==> config.mk <==
export PLATFORM = sky130hd
export DESIGN_NAME = z80fi_insn_recorder
export DESIGN_NICKNAME = d
export VERILOG_FILES = /design/src/rtl/z80fi_insn_recorder_pkg.sv /design/src/rtl/z80fi_insn_recorder_mcycle_slot.sv /design/src/rtl/z80fi_insn_recorder.sv
export SDC_FILE = /design/constraint.sdc
export NUM_CORES = 1
export LEC_CHECK = 0
export CORE_MARGIN = 2
export CORE_UTILIZATION = 51
export CTS_CLUSTER_DIAMETER = 40
export CTS_CLUSTER_SIZE = 16
export DETAILED_ROUTE_END_ITERATION = 10
export DONT_BUFFER_PORTS = 1
export GPL_ROUTABILITY_DRIVEN = 0
export PLACE_DENSITY_LB_ADDON = 0.15
export SLEW_MARGIN = 20
export SYNTH_ARGS = -nofsm -noshare
export SYNTH_HDL_FRONTEND = slang
export SYNTH_HIERARCHICAL = 1
export SYNTH_SLANG_ARGS = --single-unit
==> constraint.sdc <==
create_clock -name clk -period 5.6 [get_ports clk]
set_input_delay 0.84 -clock clk [delete_from_list [all_inputs] [get_ports clk]]
set_output_delay 0.84 -clock clk [all_outputs]
set_load 0.005 [all_outputs]
==> src/rtl/z80fi_insn_recorder_pkg.sv <==
// Shared types and constants for the z80fi instruction recorder.
// Holds the machine-cycle codes, the recorder state encoding and the fixed slot-port count.
package z80fi_insn_recorder_pkg;

  localparam int CYCLE_W   = 3;
  localparam int NUM_SLOTS = 5;
  localparam int IDX_W     = 3;
  localparam int LEN_W     = 3;

  typedef enum logic [CYCLE_W-1:0] {
    CYCLE_NONE     = 3'd0,
    CYCLE_M1       = 3'd1,
    CYCLE_RDWR_MEM = 3'd2,
    CYCLE_RDWR_IO  = 3'd3,
    CYCLE_INTACK   = 3'd4,
    CYCLE_NMI      = 3'd5,
    CYCLE_BUSREQ   = 3'd6,
    CYCLE_INTERNAL = 3'd7
  } cycle_t;

  typedef enum logic {
    ST_IDLE   = 1'b0,
    ST_ACTIVE = 1'b1
  } rec_state_t;

endpackage

==> src/rtl/z80fi_insn_recorder_mcycle_slot.sv <==
// One M-cycle slot: cycle type plus a saturating T-state counter.
// tcount_upd is the count including this clock's tick, so a closing packet can capture it.
module z80fi_insn_recorder_mcycle_slot
  import z80fi_insn_recorder_pkg::*;
#(
  parameter int TC_W = 4
) (
  input  logic               clk,
  input  logic               reset,
  input  logic               load,
  input  logic               clear,
  input  logic               tick,
  input  logic [CYCLE_W-1:0] type_in,
  output logic [CYCLE_W-1:0] slot_type,
  output logic [TC_W-1:0]    tcount_upd
);

  logic [TC_W-1:0] tcount;

  assign tcount_upd = (tick && !(&tcount)) ? tcount + 1'b1 : tcount;

  // load beats clear: a new instruction may open on the same clock the old one closes
  always_ff @(posedge clk) begin
    if (reset) begin
      slot_type <= CYCLE_NONE;
      tcount    <= '0;
    end else if (load) begin
      slot_type <= type_in;
      tcount    <= '0;
    end else if (clear) begin
      slot_type <= CYCLE_NONE;
      tcount    <= '0;
    end else begin
      tcount    <= tcount_upd;
    end
  end

endmodule

==> src/rtl/z80fi_insn_recorder.sv <==
// Collects one retired instruction's bytes, M-cycle slots and IP before/after,
// and emits them as a single-cycle z80fi_valid packet.
//   state     | meaning
//   ST_IDLE   | no instruction open
//   ST_ACTIVE | accumulating the current instruction
module z80fi_insn_recorder
  import z80fi_insn_recorder_pkg::*;
#(
  parameter int MAX_BYTES   = 4,
  parameter int MAX_MCYCLES = 5,
  parameter int TC_W        = 4
) (
  input  logic                   clk,
  input  logic                   reset,
  input  logic                   mc_start,
  input  logic [CYCLE_W-1:0]     mc_type,
  input  logic                   t_tick,
  input  logic                   byte_valid,
  input  logic [7:0]             byte_data,
  input  logic                   insn_end,
  input  logic [15:0]            ip_cur,
  output logic                   z80fi_valid,
  output logic [8*MAX_BYTES-1:0] z80fi_insn,
  output logic [LEN_W-1:0]       z80fi_insn_len,
  output logic [CYCLE_W-1:0]     z80fi_mcycle_type1,
  output logic [CYCLE_W-1:0]     z80fi_mcycle_type2,
  output logic [CYCLE_W-1:0]     z80fi_mcycle_type3,
  output logic [CYCLE_W-1:0]     z80fi_mcycle_type4,
  output logic [CYCLE_W-1:0]     z80fi_mcycle_type5,
  output logic [TC_W-1:0]        z80fi_tcycles1,
  output logic [TC_W-1:0]        z80fi_tcycles2,
  output logic [TC_W-1:0]        z80fi_tcycles3,
  output logic [TC_W-1:0]        z80fi_tcycles4,
  output logic [TC_W-1:0]        z80fi_tcycles5,
  output logic [15:0]            z80fi_reg_ip_in,
  output logic [15:0]            z80fi_reg_ip_out,
  output logic                   z80fi_rec_err
);

  rec_state_t state, state_nxt;
  logic open_insn, close_insn, advance, tick_en, byte_en;

  logic [8*MAX_BYTES-1:0] bytes_q, bytes_nxt;
  logic [LEN_W-1:0]       len_q, len_nxt;
  logic [IDX_W-1:0]       idx_q;
  logic [15:0]            ip_in_q;
  logic                   err_q, err_nxt, byte_ovf, mc_ovf;

  logic [NUM_SLOTS-1:0][CYCLE_W-1:0] slot_type;
  logic [NUM_SLOTS-1:0][TC_W-1:0]    slot_tc;

  logic [NUM_SLOTS-1:0][CYCLE_W-1:0] pkt_type;
  logic [NUM_SLOTS-1:0][TC_W-1:0]    pkt_tc;
  logic [15:0]                       ip_out_q;

  always_ff @(posedge clk) begin
    if (reset) state <= ST_IDLE;
    else       state <= state_nxt;
  end

  always_comb begin
    state_nxt = state;
    case (state)
      ST_IDLE:   if (mc_start) state_nxt = ST_ACTIVE;
      ST_ACTIVE: if (insn_end) state_nxt = mc_start ? ST_ACTIVE : ST_IDLE;
      default:   state_nxt = ST_IDLE;
    endcase
  end

  always_comb begin
    open_insn  = 1'b0;
    close_insn = 1'b0;
    advance    = 1'b0;
    tick_en    = 1'b0;
    byte_en    = 1'b0;
    case (state)
      ST_IDLE: begin
        open_insn = mc_start;
        byte_en   = byte_valid && mc_start;
      end
      ST_ACTIVE: begin
        close_insn = insn_end;
        open_insn  = insn_end && mc_start;
        advance    = mc_start && !insn_end;
        tick_en    = t_tick;
        byte_en    = byte_valid;
      end
      default: ;
    endcase
  end

  always_comb begin
    bytes_nxt = bytes_q;
    len_nxt   = len_q;
    byte_ovf  = 1'b0;
    if (byte_en) begin
      if (len_q == LEN_W'(MAX_BYTES)) begin
        byte_ovf = 1'b1;
      end else begin
        bytes_nxt[8*len_q +: 8] = byte_data;
        len_nxt                 = len_q + 1'b1;
      end
    end
    mc_ovf  = advance && (idx_q >= IDX_W'(MAX_MCYCLES));
    err_nxt = err_q | byte_ovf | mc_ovf;
  end

  // idx_q parks at MAX_MCYCLES+1 once a slot is dropped so later ticks are discarded too
  always_ff @(posedge clk) begin
    if (reset) begin
      bytes_q <= '0;
      len_q   <= '0;
      idx_q   <= '0;
      ip_in_q <= '0;
      err_q   <= 1'b0;
    end else if (close_insn) begin
      bytes_q <= '0;
      len_q   <= '0;
      err_q   <= 1'b0;
      idx_q   <= open_insn ? IDX_W'(1) : '0;
      ip_in_q <= open_insn ? ip_cur : '0;
    end else if (open_insn) begin
      bytes_q <= bytes_nxt;
      len_q   <= len_nxt;
      err_q   <= err_nxt;
      idx_q   <= IDX_W'(1);
      ip_in_q <= ip_cur;
    end else begin
      bytes_q <= bytes_nxt;
      len_q   <= len_nxt;
      err_q   <= err_nxt;
      if (advance && (idx_q <= IDX_W'(MAX_MCYCLES))) idx_q <= idx_q + 1'b1;
    end
  end

  for (genvar i = 0; i < NUM_SLOTS; i++) begin : g_slot
    if (i < MAX_MCYCLES) begin : g_used
      logic load_i, tick_i;
      assign load_i = (open_insn && (i == 0)) || (advance && (idx_q == IDX_W'(i)));
      assign tick_i = tick_en && (idx_q == IDX_W'(i + 1));
      z80fi_insn_recorder_mcycle_slot #(.TC_W(TC_W)) u_slot (
        .clk        (clk),
        .reset      (reset),
        .load       (load_i),
        .clear      (close_insn),
        .tick       (tick_i),
        .type_in    (mc_type),
        .slot_type  (slot_type[i]),
        .tcount_upd (slot_tc[i])
      );
    end else begin : g_unused
      assign slot_type[i] = CYCLE_NONE;
      assign slot_tc[i]   = '0;
    end
  end

  always_ff @(posedge clk) begin
    if (reset) begin
      z80fi_valid     <= 1'b0;
      z80fi_insn      <= '0;
      z80fi_insn_len  <= '0;
      z80fi_rec_err   <= 1'b0;
      z80fi_reg_ip_in <= '0;
      pkt_type        <= '0;
      pkt_tc          <= '0;
      ip_out_q        <= '0;
    end else begin
      z80fi_valid <= close_insn;
      if (close_insn) begin
        z80fi_insn      <= bytes_nxt;
        z80fi_insn_len  <= len_nxt;
        z80fi_rec_err   <= err_nxt;
        z80fi_reg_ip_in <= ip_in_q;
        pkt_type        <= slot_type;
        pkt_tc          <= slot_tc;
      end
      if (z80fi_valid) ip_out_q <= ip_cur;
    end
  end

  // ip_out reflects ip_cur of the valid clock itself, then holds until the next packet
  assign z80fi_reg_ip_out = z80fi_valid ? ip_cur : ip_out_q;

  assign z80fi_mcycle_type1 = pkt_type[0];
  assign z80fi_mcycle_type2 = pkt_type[1];
  assign z80fi_mcycle_type3 = pkt_type[2];
  assign z80fi_mcycle_type4 = pkt_type[3];
  assign z80fi_mcycle_type5 = pkt_type[4];
  assign z80fi_tcycles1     = pkt_tc[0];
  assign z80fi_tcycles2     = pkt_tc[1];
  assign z80fi_tcycles3     = pkt_tc[2];
  assign z80fi_tcycles4     = pkt_tc[3];
  assign z80fi_tcycles5     = pkt_tc[4];

endmodule

==> results.cfg <==
[cts]
cts_tree = yes
clk_latency_ns = 0.43
cts_buffers = 17
holdBufCountCts = 0
cts_max_level = 4
path_clk_slew_ns = 0.07
clock-sinks = 195
cts_buffer_depth = 2
cts_resized = 0
root_buffer = clkbuf_16
post-cts-setup-buffer-count = 0

[yosys]
ys_warn_count = 6
ys.flop_type = dfxtp_1
synth_edf_count = 0
synth.distinct_cells = 45
synth.cell_area_sq_mm = 0.007756
synth_seq_cells = 195
syn_area_per_cell_sq_um = 8.946
async_flop_share_pct = 0
seq_area_frac_synth_pct = 50.33
syn_inst = 867
syn_nets = 917

[sta]
timing.final.crit_share_pct = 50.11
tightestPinTransition_ns = 1.011
period_minus_slack_ns = 2.806
timing.fmax_mhz = 356.3
setup_tns_ns = 0
clock_skew_ns = 0.004494
hold_viol = 0
slew_violations = 0
slew_headroom_pct = 32.33
rsz0062_at_grt = false
report.final.setup_viol = 0

[setup_path]
worstSetupPathType = flip-flop to flip-flop
crit_fanout = 11
critPathLaunchType = flip-flop
crit_required_ns = 5.89
cpMostUsedCell = ha_1
worstPathCellList = inv_1 > ha_1 > ha_1 > nor2b_1 > nand3b_1 > o21ai_0 > a311oi_1
cp_slowest_cell = dfxtp_1
critical_path.max_stage_delay_ns = 0.62
critPathCaptureType = flip-flop
r2r_cells = 7
r2r_start = len_q[0]$_SDFF_PP0_
cpLargestDelayFamily = simple AND/OR/NAND/NOR gates
rrSetupSlack_ns = 2.79
critical_path_arrival_ns = 3.10
r2r_end = z80fi_insn[4]$_SDFFE_PP0P_
timing.critical_path.buf_inv = 1
cp_num_cells = 7

[worst_hold_path]
whs_endpoint = z80fi_reg_ip_in[4]$_SDFFE_PP0P_
worstHoldPathCells = 2
worstHoldStart = ip_in_q[4]$_SDFFE_PP0P_
holdCritPathClass = flip-flop to flip-flop

[route]
finalWirelength_microns = 17520
vias = 5967
postRouteAntennaNets = 0
dr.pass1.iters = 5
wire_per_inst_microns = 16.83
drc = 0
dr.first_iter.drc_count = 412
vias_per_cell = 5.732

[power]
clockPowerShare_pct = 44.3
cellPowerDensity_mw_per_mm2 = 334.5
peakVddDrop_uv = 194.0
totalPowerFinal_mw = 2.825
p_leak_nw = 3.062
switching_share_pct = 22.38
p_int_mw = 2.193
seqPwrFrac_pct = 50.9
p_sw_mw = 0.6325
combPwrFrac_pct = 4.8

[layout]
final_layout_size_suffix_gt1_share_pct = 9.730
final_common_cell = dfxtp_1
final_cell_mix = 195 x dfxtp_1, 135 x nand2_1, 101 x nor2_1, 91 x a21oi_1, 40 x a22oi_1
antenna_cells = 0
synthToLayoutAreaGrowth_pct = 8.905
fin_nets = 890

[global_route]
grt_use_total_pct = 22.00
grt_pass1_vias = 5723
grt_antenna_before_repair = 0
grt_pass1_wl_microns = 28520
overflow = 0
grt_start_max_net_pins = 133

[run_status]
status = finished clean

[placement]
hpwl_microns = 11950
io_buffer_count = 0

[floorplan]
row_count = 45
die_w_microns = 127.3
fp.dieH_microns = 127.3
io_pins = 137
dieArea_sq_mm = 0.01621
start_util_pct = 51.59
core_sq_mm = 0.01503

[run]
cap_viol_max_count = 0
[registers in the layout, summed over array words and instances, names as in the netlist, 3 cells and up]
signal                          cells
g_slot.g_used.u_slot/tcount        20
bytes_q                            32
z80fi_tcycles2                      4
z80fi_mcycle_type4                  3
ip_out_q                           16
z80fi_insn_len                      3
z80fi_mcycle_type2                  3
z80fi_tcycles3                      4
z80fi_mcycle_type3                  3
z80fi_mcycle_type5                  3
z80fi_insn                         32
z80fi_mcycle_type1                  3
len_q                               3
z80fi_tcycles1                      4
ip_in_q                            16
idx_q                               3
g_slot.g_used.u_slot/slot_type     15
z80fi_reg_ip_in                    16
z80fi_tcycles5                      4
z80fi_tcycles4                      4
[worst min-delay path: cells and delay by family (launching register included)]
kind               cells  cell delay, ns
and+or+nand+nor        1            0.05
AOI/OAI and AO/OA      1            0.05
DFF                    1            0.31
[worst max-delay path by stage]
stage | startpoint | to | slack, ns
floorplan | insn_end | g_slot[0].g_used.u_slot/tcount[2]$_SDFF_PP0_ | 3.10
global placement | insn_end | g_slot[3].g_used.u_slot/tcount[2]$_SDFF_PP0_ | 2.41
detailed placement | insn_end | g_slot[1].g_used.u_slot/tcount[2]$_SDFF_PP0_ | 2.30
CTS | state$_SDFF_PP0_ | g_slot[3].g_used.u_slot/tcount[2]$_SDFF_PP0_ | 2.62
global route | len_q[0]$_SDFF_PP0_ | z80fi_insn[4]$_SDFFE_PP0P_ | 2.52
finish | len_q[0]$_SDFF_PP0_ | z80fi_insn[4]$_SDFFE_PP0P_ | 2.79
[stage by stage]
step                util [%]  cell area, sq um  worst slack [ns]  hold WS (ns)  cells
finish                 56.19              8447             2.794        0.4519   1041
global route           56.19              8447             2.522        0.4561   1041
CTS                    56.10              8433             2.618        0.4488   1041
floorplan                  -              7756             3.098        0.4270    867
detailed placement     52.03              7821             2.299        0.4393   1009
global placement       52.03              7821             2.413        0.4334   1009
[logic make-up after synthesis]
kind of cell	synth area share, %
and+or+nand+nor	22.63
DFF	50.33
buffers and inverters	3.355
xor gates and xnor gates	0.2259
AOI/OAI and AO/OA	16.97
adders and majority gates	2.742
muxes	3.743
[Yosys cell counts, drive strengths merged (2+ instances only)]
| cell type | instances | area, sq um |
|---|---|---|
| mux2 | 16 | 180.2 |
| xnor2 | 2 | 17.52 |
| a21oi | 96 | 499.2 |
| nand2 | 136 | 510.5 |
| and2 | 10 | 62.56 |
| inv | 15 | 56.31 |
| and3 | 13 | 106.4 |
| buf | 15 | 72.57 |
| or3 | 13 | 131.4 |
| a31oi | 5 | 31.28 |
| ha | 17 | 212.7 |
| o21ai | 20 | 103.9 |
| a221o | 7 | 70.07 |
| dfxtp | 195 | 3904 |
| nor2b | 36 | 225.2 |
| a311oi | 13 | 113.9 |
| clkbuf | 34 | 127.6 |
| nand3b | 7 | 52.55 |
| a211oi | 21 | 157.7 |
| nor3b | 16 | 120.1 |
| nor3 | 3 | 31.28 |
| nor2 | 101 | 379.1 |
| nand4 | 14 | 87.58 |
| a22oi | 40 | 300.3 |
| nand2b | 2 | 12.51 |
| mux2i | 11 | 110.1 |
[area by class of cell]
type | count | area [sq um]
timing repair buffer | 3 | 22.52
multi-input combinational | 607 | 3612
fill | 1361 | 6586
clock inverter | 11 | 151.4
clock buffer | 21 | 460.4
inverter | 16 | 61.31
tap | 188 | 235.2
sequential | 195 | 3904
[metal layers]
metal	part of all wire (%)	up-vias	global-route usage, %
met4	1.6	0	7.951
met1	44	2830	27.46
met3	6.2	27	7.077
li1	-	2974	-
met5	0	-	0
met2	48	136	35.83
[power groups by stage]
stage | registers [mW] | clock network, mW | logic (mW)
3_5_place_dp | 1.47 | 0 | 0.136
3_3_place_gp | 1.47 | 0 | 0.131
5_1_grt | 1.44 | 1.34 | 0.155
4_1_cts | 1.44 | 1.28 | 0.137
2_1_floorplan | 1.46 | 0 | 0.127
6_report | 1.44 | 1.25 | 0.137
Power figures use the tool's default switching activity.
==> patch, RTL diff (same settings) <==
Set the parameter `MAX_BYTES` to 6 (it was 4).
--- a/src/rtl/z80fi_insn_recorder.sv
+++ b/src/rtl/z80fi_insn_recorder.sv
@@ -6,7 +6,7 @@
 module z80fi_insn_recorder
   import z80fi_insn_recorder_pkg::*;
 #(
-  parameter int MAX_BYTES   = 4,
+  parameter int MAX_BYTES   = 6,
   parameter int MAX_MCYCLES = 5,
   parameter int TC_W        = 4
 ) (
Ports: changed (resized z80fi_insn); port bits go from 137 to 153. The function was not compared with the original's and may differ.
==> patch against the original RTL <==
- setup slack improved by 0.053 ns
- die area rose by 15%
- wire length up 13%
- critical path depth stayed put
- area after synthesis grew 15%
- total power up 38%
- count of clock-buffer cells in the layout is 14 higher
- sequential cell count is 32 higher
- maximum frequency rose by 1.9%
- combinational power increased by 15%
- cell area increased by 20%
- critical endpoint is now z80fi_insn[2]$_SDFFE_PP0P_
- largest cell class unchanged
- highest routed layer unchanged
==> patch: results <==
[synthesis]
synth_area_per_cell_um2 = 9.34
async_reset_ff_frac = 0
ys_warn_count = 6
synth_common_cells = dfxtp_1, nand2_1, nor2_1, a21oi_1, a211oi_1
synthTopCellsByArea = dfxtp_1, nand2_1, nor2_1
synthMuxAreaShare = 0.0673
synth-compound-area-share = 0.147
syn_nets = 1006
synth_xor_area_frac = 0.000981
synth_adder_area_share = 0.0238
ys_seq_area_frac = 0.509
synth_cell_types = 52

[grt]
grt_antenna_before_repair = 0
grt_pass1_vias = 6161
grt_max_degree = 132
grt_use_total = 0.211
grt_pass1_wl_um = 31700
grt.overflow.total = 0

[clock_tree]
cts_inserted_buffers = 31
path_clk_slew_ns = 0.06
insertion_delay_ns = 0.54
cts_setup_buffers = 0
cts-root-buf = clkbuf_16
cts_resized = 0
htree_num_levels = 1
cts_buffer_depth = 3

[pwr]
p_leak_nw = 3.94
peakVddDrop_mv = 0.238

[setup_path]
crit_fanout = 19
crit_arrival_ns = 3.13

[final_layout]
seq_area_um2 = 4540
nets = 991
drive_above_1_share = 0.118
antennaDiodeCount = 0
top_regs = bytes_q: 48 flops, z80fi_insn: 48 flops, g_slot.g_used.u_slot/tcount: 20 flops
nFillCells = 1608
layoutNonFillerInstCount = 1189

[outcome]
outcome = finished clean

[placement]
dp.cells = 1133
dpl.hpwl_um = 12900
port_buffers = 0
place_area_um2 = 8990
place_ws_ns = 2.55

[timing]
skew_ns = 0.0133
relSlewSlack = 0.374

[routing]
postRouteWirelength_um = 19800
vias_per_cell = 5.46
dr.pass1.iters = 4
dr.first_iter.drc_count = 292

[flow_run]
maxCapViolCount = 0

[worst_hold_path]
hp-class = in -> reg
==> patch: where the power goes <==
part	switching (mW)	internal (mW)	total (mW)
Combinational	0.0980	0.0599	0.158
Sequential	0.0311	1.65	1.68
Clock	0.759	1.29	2.05
==> patch: cell families after synthesis <==
logic type | after synthesis
and+or+nand+nor | 387
DFF | 227
AOI/OAI and AO/OA | 201
buffers and inverters | 65
muxes | 58
adders and majority gates | 17
xor gates and xnor gates | 1
==> patch: layer usage <==
metal / up-vias / wire length, um / GRT usage
met5: - / 0 / 0
met4: 0 / 297 / 0.0515
met3: 29 / 1600 / 0.0656
met2: 139 / 8760 / 0.320
met1: 3000 / 9140 / 0.294
li1: 3321 / - / -
==> patch: path summary, 6_finish.rpt <==
kind,depth (start not counted),slack (ns),endpoint,startpoint
max,7,2.85,z80fi_insn[2]$_SDFFE_PP0P_,len_q[0]$_SDFF_PP0_
max reg2reg,7,2.85,z80fi_insn[2]$_SDFFE_PP0P_,len_q[0]$_SDFF_PP0_
min,1,0.38,z80fi_mcycle_type2[2]$_SDFFE_PP0P_,reset
min reg2reg,2,0.44,z80fi_mcycle_type4[0]$_SDFFE_PP0P_,g_slot[3].g_used.u_slot/slot_type[0]$_SDFFE_PP0P_
==> patch: layout make-up <==
cell class                      instances  share of cell area
Clock buffer                           35              0.0802
Sequential cell                       227               0.450
Clock inverter                         21              0.0292
Tap cell                              225              0.0279
Timing Repair Buffer                    3             0.00223
Inverter                               14             0.00545
Multi-Input combinational cell        664               0.405
==> patch: worst max-delay path: stages (launching register included) <==
cell and delay (ns):
dfxtp_1 0.70, inv_1 0.18, ha_1 0.28, ha_1 0.38
nor3b_1 0.37, nand4_4 0.26, mux2i_1 0.32, a211oi_1 0.10
